### src/rtl/rt_mod_n_pkg.sv
// Shared types and constants for the real-time mod-N counter chain controller.
package rt_mod_n_pkg;

  localparam int CNT_W = 8;

  typedef enum logic [1:0] {
    STOP = 2'd0,
    RUN  = 2'd1,
    SET  = 2'd2
  } state_t;

  typedef enum logic [1:0] {
    SEL_SEC = 2'd0,
    SEL_MIN = 2'd1,
    SEL_HR  = 2'd2,
    SEL_BAD = 2'd3
  } sel_t;

endpackage

### src/rtl/rt_mod_n_ctrl_cell.sv
// mod_n_cell: one 8-bit modulo-MOD counter stage with load, increment and carry-out.
module mod_n_cell
  import rt_mod_n_pkg::*;
#(
  parameter int MOD = 60
) (
  input  logic             clk,
  input  logic             reset_n,
  input  logic             inc,
  input  logic             load,
  input  logic [CNT_W-1:0] load_val,
  output logic [CNT_W-1:0] count,
  output logic             carry
);

  localparam logic [CNT_W-1:0] LAST = CNT_W'(MOD - 1);

  assign carry = inc && (count == LAST);

  // NOTE: sequential state uses non-blocking assignments so every register samples pre-edge values.
  always_ff @(posedge clk) begin
    if (!reset_n)   count <= '0;
    else if (load)  count <= load_val;
    else if (inc)   count <= carry ? '0 : count + 1'b1;
  end

endmodule

### src/rtl/rt_mod_n_ctrl.sv
// Sequencing controller: prescaler, STOP/RUN/SET FSM and host time-set arbitration
// over three cascaded mod_n_cell stages. Optional alarm via RT_MOD_N_CTRL_ALARM_EN.
module rt_mod_n_ctrl
  import rt_mod_n_pkg::*;
#(
  parameter int CLK_DIV = 4,
  parameter int SEC_MOD = 60,
  parameter int MIN_MOD = 60,
  parameter int HR_MOD  = 24
) (
  input  logic             clk,
  input  logic             reset_n,
  input  logic             run_en,
  input  logic             set_valid,
  output logic             set_ready,
  input  logic [1:0]       set_sel,
  input  logic [CNT_W-1:0] set_value,
  output logic             set_err,
  output logic [CNT_W-1:0] sec_o,
  output logic [CNT_W-1:0] min_o,
  output logic [CNT_W-1:0] hr_o,
  output logic             running_o,
  output logic             day_pulse
`ifdef RT_MOD_N_CTRL_ALARM_EN
  ,
  input  logic             alarm_set,
  input  logic [CNT_W-1:0] alarm_hr,
  input  logic [CNT_W-1:0] alarm_min,
  output logic             alarm_pulse
`endif
);

  localparam int               PW       = $clog2(CLK_DIV);
  localparam logic [PW-1:0]    PRE_LAST = PW'(CLK_DIV - 1);
  localparam logic [CNT_W-1:0] SEC_LAST = CNT_W'(SEC_MOD - 1);
  localparam logic [CNT_W-1:0] MIN_LAST = CNT_W'(MIN_MOD - 1);
  localparam logic [CNT_W-1:0] HR_LAST  = CNT_W'(HR_MOD - 1);

  state_t           state_q, state_d;
  logic [PW-1:0]    presc_q;
  sel_t             sel_q;
  logic [CNT_W-1:0] val_q;
  logic             set_err_q, day_pulse_q;
  logic             counting, tick, in_set, legal;
  logic             sec_carry, min_carry, hr_carry;

  always_ff @(posedge clk) begin
    if (!reset_n) state_q <= STOP;
    else          state_q <= state_d;
  end

  // NOTE: defaults first so every path assigns every output and no latch is inferred.
  always_comb begin
    state_d   = state_q;
    set_ready = 1'b0;
    unique case (state_q)
      STOP: begin
        set_ready = 1'b1;
        if (set_valid)   state_d = SET;
        else if (run_en) state_d = RUN;
      end
      RUN:     if (!run_en) state_d = STOP;
      SET:     state_d = STOP;
      default: state_d = STOP;
    endcase
  end

  // NOTE: the write capture holds pure data qualified by the SET state, so it needs no reset.
  always_ff @(posedge clk) begin
    if (state_q == STOP && set_valid) begin
      sel_q <= sel_t'(set_sel);
      val_q <= set_value;
    end
  end

  always_comb begin
    legal = 1'b0;
    case (sel_q)
      SEL_SEC: legal = (val_q <= SEC_LAST);
      SEL_MIN: legal = (val_q <= MIN_LAST);
      SEL_HR:  legal = (val_q <= HR_LAST);
      default: legal = 1'b0;
    endcase
  end

  assign in_set   = (state_q == SET);
  // A falling run_en pauses on this very edge, leaving the prescaler where it was.
  assign counting = (state_q == RUN) && run_en;
  assign tick     = counting && (presc_q == PRE_LAST);

  always_ff @(posedge clk) begin
    if (!reset_n) begin
      presc_q     <= '0;
      set_err_q   <= 1'b0;
      day_pulse_q <= 1'b0;
    end else begin
      if (counting) presc_q <= tick ? '0 : presc_q + 1'b1;
      set_err_q   <= in_set && !legal;
      day_pulse_q <= hr_carry;
    end
  end

  mod_n_cell #(.MOD(SEC_MOD)) u_sec (
    .clk, .reset_n, .inc(tick), .load(in_set && legal && sel_q == SEL_SEC),
    .load_val(val_q), .count(sec_o), .carry(sec_carry)
  );

  mod_n_cell #(.MOD(MIN_MOD)) u_min (
    .clk, .reset_n, .inc(sec_carry), .load(in_set && legal && sel_q == SEL_MIN),
    .load_val(val_q), .count(min_o), .carry(min_carry)
  );

  mod_n_cell #(.MOD(HR_MOD)) u_hr (
    .clk, .reset_n, .inc(min_carry), .load(in_set && legal && sel_q == SEL_HR),
    .load_val(val_q), .count(hr_o), .carry(hr_carry)
  );

  assign set_err   = set_err_q;
  assign day_pulse = day_pulse_q;
  assign running_o = (state_q == RUN);

`ifdef RT_MOD_N_CTRL_ALARM_EN
  logic [CNT_W-1:0] alarm_hr_q, alarm_min_q, min_next, hr_next;
  logic             alarm_pulse_q;

  // Values the minute/hour cells take on the edge where seconds wrap.
  assign min_next = min_carry ? '0 : min_o + 1'b1;
  assign hr_next  = hr_carry ? '0 : (min_carry ? hr_o + 1'b1 : hr_o);

  always_ff @(posedge clk) begin
    if (!reset_n) begin
      alarm_hr_q    <= '0;
      alarm_min_q   <= '0;
      alarm_pulse_q <= 1'b0;
    end else begin
      if (state_q == STOP && alarm_set && alarm_hr <= HR_LAST && alarm_min <= MIN_LAST) begin
        alarm_hr_q  <= alarm_hr;
        alarm_min_q <= alarm_min;
      end
      alarm_pulse_q <= sec_carry && (min_next == alarm_min_q) && (hr_next == alarm_hr_q);
    end
  end

  assign alarm_pulse = alarm_pulse_q;
`endif

endmodule

### config.mk
export PLATFORM = sky130hd
export DESIGN_NAME = rt_mod_n_ctrl
export DESIGN_NICKNAME = d
export VERILOG_FILES = /design/src/rtl/rt_mod_n_pkg.sv /design/src/rtl/rt_mod_n_ctrl_cell.sv /design/src/rtl/rt_mod_n_ctrl.sv
export SDC_FILE = /design/constraint.sdc
export NUM_CORES = 1
export LEC_CHECK = 0
export CORE_MARGIN = 1.5
export CORE_UTILIZATION = 46
export CTS_CLUSTER_DIAMETER = 80
export DETAILED_ROUTE_END_ITERATION = 8
export PLACE_DENSITY = 0.84
export SETUP_SLACK_MARGIN = 0.1
export SLEW_MARGIN = 20
export SYNTH_ARGS = -nofsm -noshare
export SYNTH_HDL_FRONTEND = slang
export SYNTH_SLANG_ARGS = --single-unit
### constraint.sdc
create_clock -name clk -period 2.4 [get_ports clk]
set_input_delay 0.48 -clock clk [delete_from_list [all_inputs] [get_ports clk]]
set_output_delay 0.48 -clock clk [all_outputs]
set_load 0.03 [all_outputs]
==> results.json, run 1 <==
{
  "outcome": "finished, final reports clean",
  "initial_core_util_pct": 49.0,
  "clock_skew_ps": 7.83,
  "yosysWarnings": 0,
  "cts_hold_buf": 0,
  "p_comb_share_pct": 6.9,
  "timing.final.ws_setup_ps": 251,
  "mostFrequentLayoutCells": "clkdlybuf4s50_1 (41), dfxtp_1 (28), a21oi_1 (23)",
  "worst_hold_slack_ps": 465,
  "initialDrtViolationCount": 191,
  "cts_inserted_buffers": 5,
  "vdd_ir_drop_max_uv": 390,
  "rsz0062_at_grt": "no",
  "antenna_found_initial": 0,
  "hp-class": "flip-flop to flip-flop",
  "core_area_mm2": 0.00412,
  "place_ws_ps": 152,
  "worstPathMaxFanout": 8,
  "clkLatencyLatePin_ps": 290,
  "synth_area_mm2": 0.00201,
  "cts_tree": "yes",
  "num-nets-final": 300,
  "critPathRequiredTime_ps": 1920,
  "htreeDepth": 2,
  "drive_above_1_share_pct": 10.6,
  "p_seq_share_pct": 59.1,
  "grt.overflow.total": 0,
  "firstDrtPassIters": 5,
  "syn-mean-instance-area_um2": 8.76,
  "finalHoldViolCount": 0,
  "dp.final_hpwl_mm": 3.60,
  "synth_top_flop_cell": "dfxtp_1",
  "yosysSeqAreaShare_pct": 44.7,
  "fin_setup_tns_ps": 0,
  "grt_max_degree": 16,
  "grt_pass1_wl_mm": 7.99,
  "critical_path.startpoint_type": "flip-flop",
  "critPathCaptureType": "primary output",
  "cts_setup_buffers": 0,
  "io_buffers": 41,
  "die_w_um": 69.2,
  "routabilityCongestion": 0.909,
  "path_class": "flip-flop to primary output",
  "rows": 23,
  "crit_arrival_ps": 1670,
  "max_freq_mhz": 465,
  "p_leak_uw": 0.000920,
  "grt_usage_pct": 20.2,
  "grt_pass1_vias": 1789,
  "cap_viol_max_count": 0,
  "dpl_cell_area_mm2": 0.00256,
  "p_int_uw": 951,
  "slew_headroom_pct": 66.5,
  "postSynthNetCount": 248,
  "ant_nets": 0,
  "clkTransAtPathRegs_ps": 70,
  "power.density_mw_per_mm2": 464,
  "power_uw": 1230,
  "setup_violations": 0,
  "routedWlPerCell_um": 14.5,
  "worstMarginPinSlew_ps": 501,
  "antenna_cells": 0,
  "r2r_slack_ps": 260,
  "clockRootBuffer": "clkbuf_8",
  "synth.distinct_cells": 48,
  "dieHeight_um": 69.2,
  "routed_wirelength_mm": 4.81,
  "timing.final.crit_share_pct": 89.5,
  "ios": 42,
  "syn2layout_area_growth_pct": 31.6,
  "fin_crit_ps": 2150,
  "synth-edff-count": 10,
  "drv_slew": 0,
  "synth-async-reset-ratio_pct": 0,
  "synth.ff_latch_count": 40,
  "route.vias.total": 2032,
  "clockBufferDepth": 2,
  "clkSinkCount": 40,
  "drc": 0,
  "p_sw_share_pct": 22.7,
  "avgViaCountPerCell": 6.10,
  "p_clk_share_pct": 34.1,
  "synth_cells": 230,
  "final_common_cell": "clkdlybuf4s50_1",
  "p_switching_uw": 280,
  "die-area_mm2": 0.00479,
  "design_area_mm2": 0.00265
}
registers in the layout, summed over array words and instances (netlist names):
signal	flops
u_hr.count	8
u_min.count	8
u_sec.count	8
val_q	8
presc_q	2
sel_q	2
state_q	2
day_pulse	1
set_err	1
metrics by stage:
stage	utilization, %	std cells
CTS	64.2	333
floorplan	-	230
global route	64.4	333
global placement	62.3	325
finish	64.4	333
detailed placement	62.3	325
cells by family after synthesis:
| logic type | Yosys count | synth area share, % |
|---|---|---|
| AO/OA/AOI/OAI | 60 | 18.4 |
| AND/OR/NAND/NOR | 111 | 31.0 |
| adder cells (fa/ha/maj) | 4 | 2.48 |
| multiplexers | 1 | 0.497 |
| buffers and inverters | 13 | 2.48 |
| flip-flops | 40 | 44.7 |
| XOR/XNOR | 1 | 0.435 |
final timing paths:
check | from | endpoint | cells past startpoint
setup reg to reg | u_min.count[0] | u_hr.count[3] | 6
hold reg to reg | presc_q[1] | presc_q[1] | 2
hold / removal | presc_q[1] | presc_q[1] | 2
setup / recovery | state_q[0] | running_o | 2
area by class of cell:
cell class,count,area (um^2)
inverters,6,22.5
flip-flops and latches,40,908
clock buffers,7,76.3
repair buffers,52,493
clock inverters,1,3.75
multi-input cells,177,1080
fillers,357,1470
well taps,50,62.6
power groups by stage:
stage	clock network [uW]	registers [uW]	logic, uW
after floorplan	0	739	36.6
after detailed placement	0	741	83.8
final	419	727	84.4
after global routing	462	729	91.7
after CTS	438	725	84.2
after global placement	0	740	82.6
synthesized netlist by cell type, drive strengths merged, types with 2 or more instances:
library cell | number | area share [%]
a21oi | 23 | 5.7
a31o | 2 | 0.87
a31oi | 6 | 1.9
a32oi | 2 | 0.87
and2 | 3 | 0.93
and3 | 11 | 3.4
and4b | 2 | 0.99
clkbuf | 7 | 1.4
dfxtp | 30 | 30
edfxtp | 10 | 15
ha | 4 | 2.5
inv | 6 | 1.1
nand2 | 23 | 4.4
nand2b | 2 | 0.62
nand3 | 17 | 4.2
nand4 | 6 | 1.9
nand4b | 2 | 0.87
nor2 | 15 | 2.8
nor2b | 3 | 0.93
nor3 | 10 | 2.5
nor4 | 5 | 2.6
nor4b | 2 | 0.87
o21ai | 13 | 3.2
o221ai | 2 | 0.87
o31ai | 2 | 0.75
or2 | 3 | 0.93
or4 | 2 | 0.75
or4b | 2 | 1.2
worst max-delay path: stages (launching register included):
cell	delay, ps
dfxtp_1	440
nor2b_1	240
clkdlybuf4s50_1	700
per-layer routing:
layer	part of all wire [%]	track usage, %	vias up	wire, um
met2	48	33.0	104	2290
met5	0	0	-	0
li1	-	-	985	-
met1	43	25.9	937	2080
met4	1.2	7.84	0	58
met3	8.0	4.80	6	384
what timing repair did:
action                                  CTS  global route
endpoints found under the hold margin     0             0
gates resized for setup                   0             1
endpoints found under the setup margin    0             3
(Power assumes the default switching activity.)
==> run 2, diff against run 1 <==
==> constraint.sdc (replaced) <==
create_clock -name clk -period 2.01 [get_ports clk]
set_input_delay 0.402 -clock clk [delete_from_list [all_inputs] [get_ports clk]]
set_output_delay 0.402 -clock clk [all_outputs]
set_load 0.03 [all_outputs]
==> results.json, run 2 (synthesis results as in run 1) <==
{
  "power.density_mw_per_mm2": 550,
  "htreeDepth": 2,
  "grt_max_degree": 14,
  "mostFrequentLayoutCells": "clkdlybuf4s50_1 (33), buf_4 (30), nand2_1 (21), a21oi_1 (21), dfxtp_1 (21)",
  "dieHeight_um": 69.2,
  "initial_core_util_pct": 49.0,
  "ant_nets": 0,
  "clockRootBuffer": "clkbuf_8",
  "avgViaCountPerCell": 6.14,
  "p_leak_uw": 0.00119,
  "crit_arrival_ps": 2180,
  "clock_skew_ps": 6.64,
  "worstPathMaxFanout": 4,
  "rsz0062_at_grt": "yes",
  "grt_usage_pct": 23.9,
  "antenna_found_initial": 0,
  "critical_path.startpoint_type": "flip-flop",
  "grt_pass1_vias": 1970,
  "initialDrtViolationCount": 165,
  "drive_above_1_share_pct": 26.2,
  "clkLatencyLatePin_ps": 300,
  "drc": 0,
  "outcome": "finished, final reports clean",
  "setup_violations": 0,
  "cts_hold_buf": 0,
  "ios": 42,
  "critPathRequiredTime_ps": 2250,
  "fin_crit_ps": 1940,
  "grt.overflow.total": 0,
  "routabilityCongestion": 0.917,
  "antenna_cells": 0,
  "clockBufferDepth": 2,
  "routedWlPerCell_um": 16.5,
  "rows": 23,
  "hp-class": "flip-flop to flip-flop",
  "finalHoldViolCount": 0,
  "worst_hold_slack_ps": 463,
  "die-area_mm2": 0.00479,
  "die_w_um": 69.2,
  "core_area_mm2": 0.00412,
  "clkSinkCount": 40,
  "route.vias.total": 2179,
  "final_common_cell": "clkdlybuf4s50_1",
  "timing.final.crit_share_pct": 96.5,
  "io_buffers": 41,
  "cts_tree": "yes",
  "syn2layout_area_growth_pct": 48.9,
  "firstDrtPassIters": 4,
  "worstMarginPinSlew_ps": 391,
  "post-route-util_pct": 72.9,
  "grt_pass1_wl_mm": 9.19,
  "vdd_ir_drop_max_uv": 514,
  "dp.final_hpwl_mm": 4.13,
  "num-nets-final": 322,
  "path_class": "flip-flop to flip-flop",
  "drv_slew": 0,
  "cts_inserted_buffers": 5,
  "slew_headroom_pct": 73.9,
  "routed_wirelength_mm": 5.87,
  "critPathCaptureType": "flip-flop",
  "max_freq_mhz": 516,
  "cap_viol_max_count": 0,
  "clkTransAtPathRegs_ps": 80
}
==> run 2: changes by cell type in the layout (fill, tap and decap cells not counted), sizes merged <==
cell	before	now
clkdlybuf4s50	41	33
bufinv	0	1
buf	11	33
dlymetal6s2s	0	5
dlygate4sd2	0	2
clkbuf	7	6
clkinvlp	0	1
==> run 2: path summary, 6_finish.rpt <==
| path | slack (ps) | depth (start not counted) | end | start |
|---|---|---|---|---|
| setup / recovery | 70 | 6 | u_hr.count[7] | u_sec.count[0] |
| setup reg to reg | 70 | 6 | u_hr.count[7] | u_sec.count[0] |
| hold reg to reg | 460 | 2 | presc_q[1] | presc_q[1] |
| hold / removal | 460 | 2 | presc_q[1] | presc_q[1] |
==> run 2: metal layers <==
layer / GRT usage (%) / wire length [um] / vias to the layer above
met4: 11.5 / 139 / 0
met3: 4.65 / 501 / 16
li1: - / - / 1031
met5: 0 / 0 / -
met1: 30.5 / 2330 / 1019
met2: 38.7 / 2910 / 113
==> run 2: area by class of cell <==
type / instances / area, um^2
Fill cell: 306 / 1120
Multi-Input combinational cell: 177 / 1210
Tap cell: 50 / 62.6
Timing Repair Buffer: 74 / 674
Clock buffer: 5 / 68.8
Inverter: 6 / 22.5
Clock inverter: 3 / 42.5
Sequential cell: 40 / 922
==> run 2: per-stage QoR <==
| step | setup slack [ps] | total power (uW) | setup TNS [ps] | area [um^2] | instances |
|---|---|---|---|---|---|
| final | 71.2 | 1650 | 0 | 3000 | 355 |
| after global routing | 0.387 | 1710 | 0 | 3000 | 355 |
| after CTS | 62.1 | 1640 | 0 | 2850 | 352 |
| after detailed placement | -143 | 992 | -481 | 2720 | 342 |
| after global placement | -18.3 | 988 | -33.2 | 2720 | 342 |
| after floorplan | -157 | 924 | -271 | 2060 | 230 |
==> run 2: critical path, stage by stage (launching register included) <==
cell	delay (ps)
dfxtp_4	370
ha_4	140
or4b_4	490
nor4_4	240
nand2_2	90
or4_4	430
a21oi_2	120
==> run 2: timing repair <==
item / CTS / global route
pin swaps: 1 / 4
resized for setup: 6 / 35
setup endpoints to repair: 17 / 18
setup buffers: 2 / 3
hold endpoints to repair: 0 / 0
==> run 2: power breakdown <==
part           switching, uW  total [uW]  internal [uW]
Combinational           59.2         115           56.3
Clock                    302         670            368
Sequential              23.6         864            841
